### src/rtl/uart_data_rx_if.sv
// Signal bundle between the multi-byte UART word receiver and its user.
//   uart_rx     : serial line into the receiver, idle high
//   Baud_Set    : baud select, latched by the receiver at each start edge
//   data        : last complete word
//   Rx_Done     : one-cycle pulse when data updates
//   uart_state  : high while a word is being assembled
//   frame_err   : one-cycle pulse on a bad stop bit
//   timeout_err : one-cycle pulse when the gap between bytes of a word is too long
// The master modport is the side that drives the line; slave is the receiver.
interface uart_data_rx_if #(
  parameter int unsigned DATA_WIDTH = 8
);
  logic                  uart_rx;
  logic [2:0]            Baud_Set;
  logic [DATA_WIDTH-1:0] data;
  logic                  Rx_Done;
  logic                  uart_state;
  logic                  frame_err;
  logic                  timeout_err;

  modport master (
    output uart_rx, Baud_Set,
    input  data, Rx_Done, uart_state, frame_err, timeout_err
  );

  modport slave (
    input  uart_rx, Baud_Set,
    output data, Rx_Done, uart_state, frame_err, timeout_err
  );
endinterface

### src/rtl/uart_data_rx.sv
// Multi-byte UART word receiver. Deserialises 8N1 bytes from bus_io.uart_rx and assembles
// DATA_WIDTH/8 consecutive bytes into one word, presented on bus_io.data with a one-cycle
// bus_io.Rx_Done pulse. A bad stop bit or an over-long gap between bytes drops the partial
// word and the receiver resynchronises on the next start bit.
// Ports:
//   Clk    : clock, all logic on the rising edge
//   Rst_n  : asynchronous active-low reset
//   bus_io : slave side of uart_data_rx_if (line and baud select in, word and status out)
module uart_data_rx #(
  parameter int unsigned DATA_WIDTH   = 8,
  parameter bit          MSB_FIRST    = 1'b1,
  parameter int unsigned CLK_FREQ     = 50_000_000,
  parameter int unsigned TIMEOUT_BITS = 20
) (
  input  logic          Clk,
  input  logic          Rst_n,
  uart_data_rx_if.slave bus_io
);

  localparam int unsigned NumBytes = DATA_WIDTH / 8;
  localparam logic [5:0]  LastByte = 6'(NumBytes - 1);

  localparam logic [31:0] Div9600   = 32'(CLK_FREQ / 9600);
  localparam logic [31:0] Div19200  = 32'(CLK_FREQ / 19200);
  localparam logic [31:0] Div38400  = 32'(CLK_FREQ / 38400);
  localparam logic [31:0] Div57600  = 32'(CLK_FREQ / 57600);
  localparam logic [31:0] Div115200 = 32'(CLK_FREQ / 115200);

  typedef enum logic [1:0] {StIdle, StStart, StData, StStop} state_e;

  state_e                state_q, state_d;
  logic                  rx_s1_q, rx_s2_q, rx_s3_q;
  logic [2:0]            baud_q, baud_d;
  logic [31:0]           div, half, idle_limit;
  logic [31:0]           bit_cnt_q, bit_cnt_d;
  logic [2:0]            bit_idx_q, bit_idx_d;
  logic [7:0]            byte_q, byte_d;
  logic [5:0]            byte_cnt_q, byte_cnt_d;
  logic [DATA_WIDTH-1:0] word_q, word_d, word_next;
  logic [DATA_WIDTH-1:0] data_q, data_d;
  logic [31:0]           idle_cnt_q, idle_cnt_d;
  logic                  busy_q, busy_d;
  logic                  rx_done_q, rx_done_d;
  logic                  frame_err_q, frame_err_d;
  logic                  timeout_err_q, timeout_err_d;
  logic                  start_edge;

  // Divisors follow the baud latched at the start edge, so a mid-byte change is ignored.
  always_comb begin
    div = Div115200;
    case (baud_q)
      3'd0:    div = Div9600;
      3'd1:    div = Div19200;
      3'd2:    div = Div38400;
      3'd3:    div = Div57600;
      default: div = Div115200;
    endcase
    half       = div >> 1;
    idle_limit = 32'(TIMEOUT_BITS) * div;
  end

  // Shift forms also cover DATA_WIDTH == 8, where the new word is just the byte.
  if (MSB_FIRST) begin : g_msb_first
    assign word_next = (word_q << 8) | DATA_WIDTH'(byte_q);
  end else begin : g_lsb_first
    assign word_next = (word_q >> 8) | (DATA_WIDTH'(byte_q) << (DATA_WIDTH - 8));
  end

  // A start needs a synced high-to-low transition, so a line held low after a framing
  // error (break) cannot retrigger until it has returned high.
  assign start_edge = (state_q == StIdle) && rx_s3_q && !rx_s2_q;

  always_comb begin
    state_d       = state_q;
    baud_d        = baud_q;
    bit_cnt_d     = bit_cnt_q + 32'd1;
    bit_idx_d     = bit_idx_q;
    byte_d        = byte_q;
    byte_cnt_d    = byte_cnt_q;
    word_d        = word_q;
    data_d        = data_q;
    idle_cnt_d    = '0;
    busy_d        = busy_q;
    rx_done_d     = 1'b0;
    frame_err_d   = 1'b0;
    timeout_err_d = 1'b0;

    unique case (state_q)
      StIdle: begin
        bit_cnt_d = '0;
        if (start_edge) begin
          // Start edge takes priority over a simultaneous timeout expiry.
          state_d = StStart;
          baud_d  = bus_io.Baud_Set;
          if (byte_cnt_q == '0) busy_d = 1'b1;
        end else if (byte_cnt_q != '0) begin
          if (idle_cnt_q == idle_limit - 32'd1) begin
            timeout_err_d = 1'b1;
            byte_cnt_d    = '0;
            busy_d        = 1'b0;
          end else begin
            idle_cnt_d = idle_cnt_q + 32'd1;
          end
        end
      end
      StStart: begin
        if (bit_cnt_q == half - 32'd1) begin
          bit_cnt_d = '0;
          bit_idx_d = '0;
          if (!rx_s2_q) begin
            state_d = StData;
          end else begin
            // False start: only undo the busy flag this edge raised.
            state_d = StIdle;
            if (byte_cnt_q == '0) busy_d = 1'b0;
          end
        end
      end
      StData: begin
        if (bit_cnt_q == div - 32'd1) begin
          bit_cnt_d = '0;
          byte_d    = {rx_s2_q, byte_q[7:1]};
          bit_idx_d = bit_idx_q + 3'd1;
          if (bit_idx_q == 3'd7) state_d = StStop;
        end
      end
      StStop: begin
        if (bit_cnt_q == div - 32'd1) begin
          bit_cnt_d = '0;
          state_d   = StIdle;
          if (rx_s2_q) begin
            word_d = word_next;
            if (byte_cnt_q == LastByte) begin
              data_d     = word_next;
              rx_done_d  = 1'b1;
              byte_cnt_d = '0;
              busy_d     = 1'b0;
            end else begin
              byte_cnt_d = byte_cnt_q + 6'd1;
            end
          end else begin
            frame_err_d = 1'b1;
            byte_cnt_d  = '0;
            busy_d      = 1'b0;
          end
        end
      end
      default: state_d = StIdle;
    endcase
  end

  always_ff @(posedge Clk or negedge Rst_n) begin
    if (!Rst_n) begin
      rx_s1_q       <= 1'b1;
      rx_s2_q       <= 1'b1;
      rx_s3_q       <= 1'b1;
      state_q       <= StIdle;
      baud_q        <= '0;
      bit_cnt_q     <= '0;
      bit_idx_q     <= '0;
      byte_q        <= '0;
      byte_cnt_q    <= '0;
      word_q        <= '0;
      data_q        <= '0;
      idle_cnt_q    <= '0;
      busy_q        <= 1'b0;
      rx_done_q     <= 1'b0;
      frame_err_q   <= 1'b0;
      timeout_err_q <= 1'b0;
    end else begin
      rx_s1_q       <= bus_io.uart_rx;
      rx_s2_q       <= rx_s1_q;
      rx_s3_q       <= rx_s2_q;
      state_q       <= state_d;
      baud_q        <= baud_d;
      bit_cnt_q     <= bit_cnt_d;
      bit_idx_q     <= bit_idx_d;
      byte_q        <= byte_d;
      byte_cnt_q    <= byte_cnt_d;
      word_q        <= word_d;
      data_q        <= data_d;
      idle_cnt_q    <= idle_cnt_d;
      busy_q        <= busy_d;
      rx_done_q     <= rx_done_d;
      frame_err_q   <= frame_err_d;
      timeout_err_q <= timeout_err_d;
    end
  end

  assign bus_io.data        = data_q;
  assign bus_io.Rx_Done     = rx_done_q;
  assign bus_io.uart_state  = busy_q;
  assign bus_io.frame_err   = frame_err_q;
  assign bus_io.timeout_err = timeout_err_q;

endmodule

### src/flat_wrapper.sv
// flat-port wrapper written by rule: the top's interface ports become plain ports
module uart_data_rx_flat 
#(
  parameter int unsigned DATA_WIDTH   = 8,
  parameter bit          MSB_FIRST    = 1'b1,
  parameter int unsigned CLK_FREQ     = 50_000_000,
  parameter int unsigned TIMEOUT_BITS = 20
)
  (Clk, Rst_n, bus_io_uart_rx, bus_io_Baud_Set, bus_io_data, bus_io_Rx_Done, bus_io_uart_state, bus_io_frame_err, bus_io_timeout_err);
  uart_data_rx_if #(.DATA_WIDTH(DATA_WIDTH)) bus_io_i ();
  input  logic Clk;
  input  logic Rst_n;
  input wire logic [$bits(bus_io_i.uart_rx)-1:0] bus_io_uart_rx;
  input wire logic [$bits(bus_io_i.Baud_Set)-1:0] bus_io_Baud_Set;
  output wire logic [$bits(bus_io_i.data)-1:0] bus_io_data;
  output wire logic [$bits(bus_io_i.Rx_Done)-1:0] bus_io_Rx_Done;
  output wire logic [$bits(bus_io_i.uart_state)-1:0] bus_io_uart_state;
  output wire logic [$bits(bus_io_i.frame_err)-1:0] bus_io_frame_err;
  output wire logic [$bits(bus_io_i.timeout_err)-1:0] bus_io_timeout_err;
  assign bus_io_i.uart_rx = bus_io_uart_rx;
  assign bus_io_i.Baud_Set = bus_io_Baud_Set;
  assign bus_io_data = bus_io_i.data;
  assign bus_io_Rx_Done = bus_io_i.Rx_Done;
  assign bus_io_uart_state = bus_io_i.uart_state;
  assign bus_io_frame_err = bus_io_i.frame_err;
  assign bus_io_timeout_err = bus_io_i.timeout_err;
  uart_data_rx #(.DATA_WIDTH(DATA_WIDTH), .MSB_FIRST(MSB_FIRST), .CLK_FREQ(CLK_FREQ), .TIMEOUT_BITS(TIMEOUT_BITS)) u_core (.Clk(Clk), .Rst_n(Rst_n), .bus_io(bus_io_i));
endmodule
### config.mk
export PLATFORM = sky130hd
export DESIGN_NAME = uart_data_rx_flat
export DESIGN_NICKNAME = d
export VERILOG_FILES = /design/src/rtl/uart_data_rx_if.sv /design/src/rtl/uart_data_rx.sv /design/src/flat_wrapper.sv
export SDC_FILE = /design/constraint.sdc
export NUM_CORES = 1
export LEC_CHECK = 0
export CAP_MARGIN = 20
export CORE_ASPECT_RATIO = 1.2
export CORE_UTILIZATION = 30
export CTS_CLUSTER_DIAMETER = 60
export CTS_CLUSTER_SIZE = 12
export DETAILED_ROUTE_END_ITERATION = 12
export PLACE_DENSITY = 0.43
export SYNTH_ARGS = -nofsm -noshare
export SYNTH_HDL_FRONTEND = slang
export SYNTH_SLANG_ARGS = --single-unit
### constraint.sdc
create_clock -name Clk -period 4 [get_ports Clk]
set_input_delay 0.8 -clock Clk [delete_from_list [all_inputs] [get_ports Clk]]
set_output_delay 0.8 -clock Clk [all_outputs]
set_load 0.03 [all_outputs]
==> run_results.csv <==
group,metric,value,unit
yosys,syn_area,6210,µm²
timing,relSlewSlack,0.421,
critical_path,worst-path-buf-inv,3,
timing,fin_ws,175,ps
finish,areaGrowthSynthToFinish,15.1,%
floorplanning,io_pins,18,
timing,drv_slew,0,
critical_path,slowest_stage,"or4b_1",
critical_path,path_class,"reg -> reg",
finish,fin_cells,973,
critical_path,start_kind,"flop",
hold_path,min_path_type,"reg -> reg",
place,placed_area,6770,µm²
finish,drive_gt1_frac,0.143,
yosys,syn_nets,704,
yosys,synth_edf_count,0,
hold_path,min_to,"u_core.rx_s2_q$_DFF_PN1_",
floorplanning,coreArea,20300,µm²
detailed_routing,drc_errors,0,
place,dp_cells,954,
power,power_leakage,0.00304,µW
critical_path,rrSetupSlack,180,ps
detailed_routing,via_per_inst,5.01,
critical_path,required,4230,ps
run,drv_cap,0,
critical_path,crit_chain,"buf_4, or2_2, ha_1, ha_1, inv_1, fa_1, nor3b_2, a31oi_1, nand3b_1, nand4b_1, or4b_1, nor4b_4, buf_4, a311o_1, o211ai_1",
yosys,yosys_warnings,0,
floorplanning,die_w,133,µm
place,place_ws,146,ps
yosys,synthArstFlopShare,1.00,
place,hpwl,11.0,mm
clock_network,root_buffer,"clkbuf_16",
detailed_routing,drtIter0Drc,262,
yosys,synthFlopType,"dfrtp_1",
critical_path,slowest_delay,570,ps
finish,seqCellArea,2530,µm²
global_route,grt-ovfl-total,0,
timing,worstMarginPinSlew,860,ps
detailed_routing,num_vias,4879,
clock_network,insertion_delay,360,ps
power,total_power,2940,µW
detailed_routing,postRouteAntennaNets,0,
critical_path,critPathTopFamily,"simple AND/OR/NAND/NOR gates",
critical_path,r2r_end,"u_core.byte_cnt_q[5]$_DFFE_PN0P_",
global_route,globalRouteTotalUtil,0.153,
power,ir_worst_vdd,0.260,mV
detailed_routing,wl_per_cell,15.7,µm
power,powerDensity,411,nW/µm²
global_route,grt_pass1_wl,25.9,mm
timing,fin_crit_sh,0.956,
clock_network,htreeDepth,3,
clock_network,cts_made_buffers,9,
global_route,antenna_found_initial,0,
finish,stdcell_area,7150,µm²
floorplanning,start_util,0.307,
place,portBuffers,17,
hold_path,hold_depth,0,
yosys,yosysSeqAreaShare,0.408,
finish,n_fill_cell,2127,
floorplanning,rows,57,
timing,holdWs,358,ps
yosys,avgSynthCellArea,9.20,µm²
timing,max_freq,261,MHz
critical_path,r2r_start,"u_core.baud_q[2]$_DFFE_PN0P_",
yosys,synth-seq-cells,101,
detailed_routing,drt-total-wl,15.3,mm
clock_network,path_clk_slew,70,ps
critical_path,worstPathMaxFanout,7,
global_route,first_global_vias,4892,
finish,layout.nets,732,
critical_path,r2r_cells,15,
finish,multi_input_area,3490,µm²
floorplanning,die_h,160,µm
critical_path,endpoint_kind,"flop",
detailed_routing,drtPass1Iterations,4,
timing,hold_violations,0,
timing,skew,9.88,ps
finish,antennaDiodeCount,0,
hold_path,holdCritStartpoint,"u_core.rx_s1_q$_DFF_PN1_",
yosys,syn_inst,675,
clock_network,clock_sinks,101,
clock_network,clockBufferDepth,2,
clock_network,cts_tree,"built",
critical_path,crit_arrival,4060,ps
clock_network,cts_hold_buf,0,
run_status,status,"finished clean",
global_route,grt_max_degree,58,
place,place_congestion,0.810,
timing,period_needed,3820,ps
timing,setup_viol,0,
yosys,synthDistinctLibCells,85,
floorplanning,die-area,21300,µm²
area by class of cell:
type | instances | area share
clock inverters | 7 | 0.00911
clock buffers | 9 | 0.0315
inverters | 25 | 0.0131
well taps | 265 | 0.0464
repair buffers | 47 | 0.0567
multi-input cells | 519 | 0.488
flip-flops and latches | 101 | 0.355
metrics by stage:
stage	TNS, ps	util
after floorplan	0	-
after global placement	0	0.334
after detailed placement	0	0.334
after CTS	0	0.349
after global routing	-8.14	0.353
final	0	0.353
cell usage after synthesis (3+ instances only):
cell type  instances  share of area
a21oi_1           20          0.016
nand4_1           15          0.015
a31oi_1            4         0.0040
o211ai_1           4         0.0048
mux2i_1            3         0.0048
mux2_2            19          0.034
and4_1             4         0.0056
dfstp_2            3          0.013
nand2_1           58          0.035
xor2_1            46          0.065
ha_1              22          0.044
or3_1              8         0.0081
nor2_1            94          0.057
xnor2_1           22          0.031
nor2b_1            6         0.0060
o31ai_1            3         0.0036
a311oi_1           4         0.0056
o21ai_0           19          0.015
nand2b_1           3         0.0030
or4_1              3         0.0036
nor3_1            16          0.013
or2_2              3         0.0030
and3_1            15          0.015
nor4_1            12          0.012
inv_1             23          0.014
and2_1             3         0.0030
buf_2              8         0.0064
nand3b_1           4         0.0048
dfrtp_1           98           0.39
nand3_1           47          0.038
nor3b_1            3         0.0036
a21o_1             3         0.0036
clkbuf_1          15         0.0091
a211oi_1           4         0.0048
registers in the layout, summed over array words and instances (netlist names), named ones only:
register	flops
u_core.bit_cnt_q	32
u_core.idle_cnt_q	32
u_core.bus_io.data	8
u_core.byte_q	8
u_core.byte_cnt_q	6
u_core.baud_q	3
u_core.bit_idx_q	3
u_core.bus_io.Rx_Done	1
u_core.bus_io.frame_err	1
u_core.bus_io.timeout_err	1
u_core.bus_io.uart_state	1
u_core.rx_s1_q	1
u_core.rx_s2_q	1
u_core.rx_s3_q	1
u_core.state_q	1
metal layers:
metal  track usage  share of wire  routed length [µm]
met4        0.0429          0.013                 206
met2         0.256           0.50                7600
met1         0.203           0.46                7100
met5             0              0                   0
met3        0.0264          0.024                 359
logic make-up (layout without fill, tap and decap cells):
group,count (synthesis),count (layout),share of synthesized area
AOI/OAI and AO/OA,87,87,0.101
and+or+nand+nor,316,316,0.263
other,1,1,0.000604
buffers and inverters,55,88,0.0397
muxes,23,23,0.0411
adders and majority gates,23,23,0.0476
DFF,101,101,0.408
xor gates and xnor gates,69,69,0.0995
worst max-delay path by stage:
stage,from,end,cells after the start
finish,u_core.baud_q[2]$_DFFE_PN0P_,u_core.byte_cnt_q[5]$_DFFE_PN0P_,15
CTS,u_core.baud_q[2]$_DFFE_PN0P_,u_core.byte_cnt_q[4]$_DFFE_PN0P_,13
floorplan,u_core.baud_q[2]$_DFFE_PN0P_,u_core.byte_cnt_q[3]$_DFFE_PN0P_,15
global route,u_core.baud_q[1]$_DFFE_PN0P_,u_core.byte_cnt_q[4]$_DFFE_PN0P_,15
detailed placement,u_core.baud_q[2]$_DFFE_PN0P_,u_core.byte_cnt_q[4]$_DFFE_PN0P_,13
global placement,u_core.baud_q[2]$_DFFE_PN0P_,u_core.byte_cnt_q[4]$_DFFE_PN0P_,13
cell usage in the layout, fill, tap and decap left out, drive strengths merged, types with 20 or more instances in the layout:
master	Yosys	layout
a21oi	20	20
xor2	46	46
o21ai	20	20
mux2	20	20
ha	22	22
xnor2	22	22
buf	11	31
nand3	47	47
dfrtp	98	98
nand2	58	58
inv	24	27
nor2	96	96
power breakdown:
part	switching, µW	internal, µW
logic	549	422
registers	37.1	1050
clock network	445	436
total	1030	1910
what timing repair did:
action,CTS,global route
setup endpoints to repair,0,38
setup buffers,0,3
gates resized for setup,0,13
No activity file was read; power rests on OpenSTA's default activity.
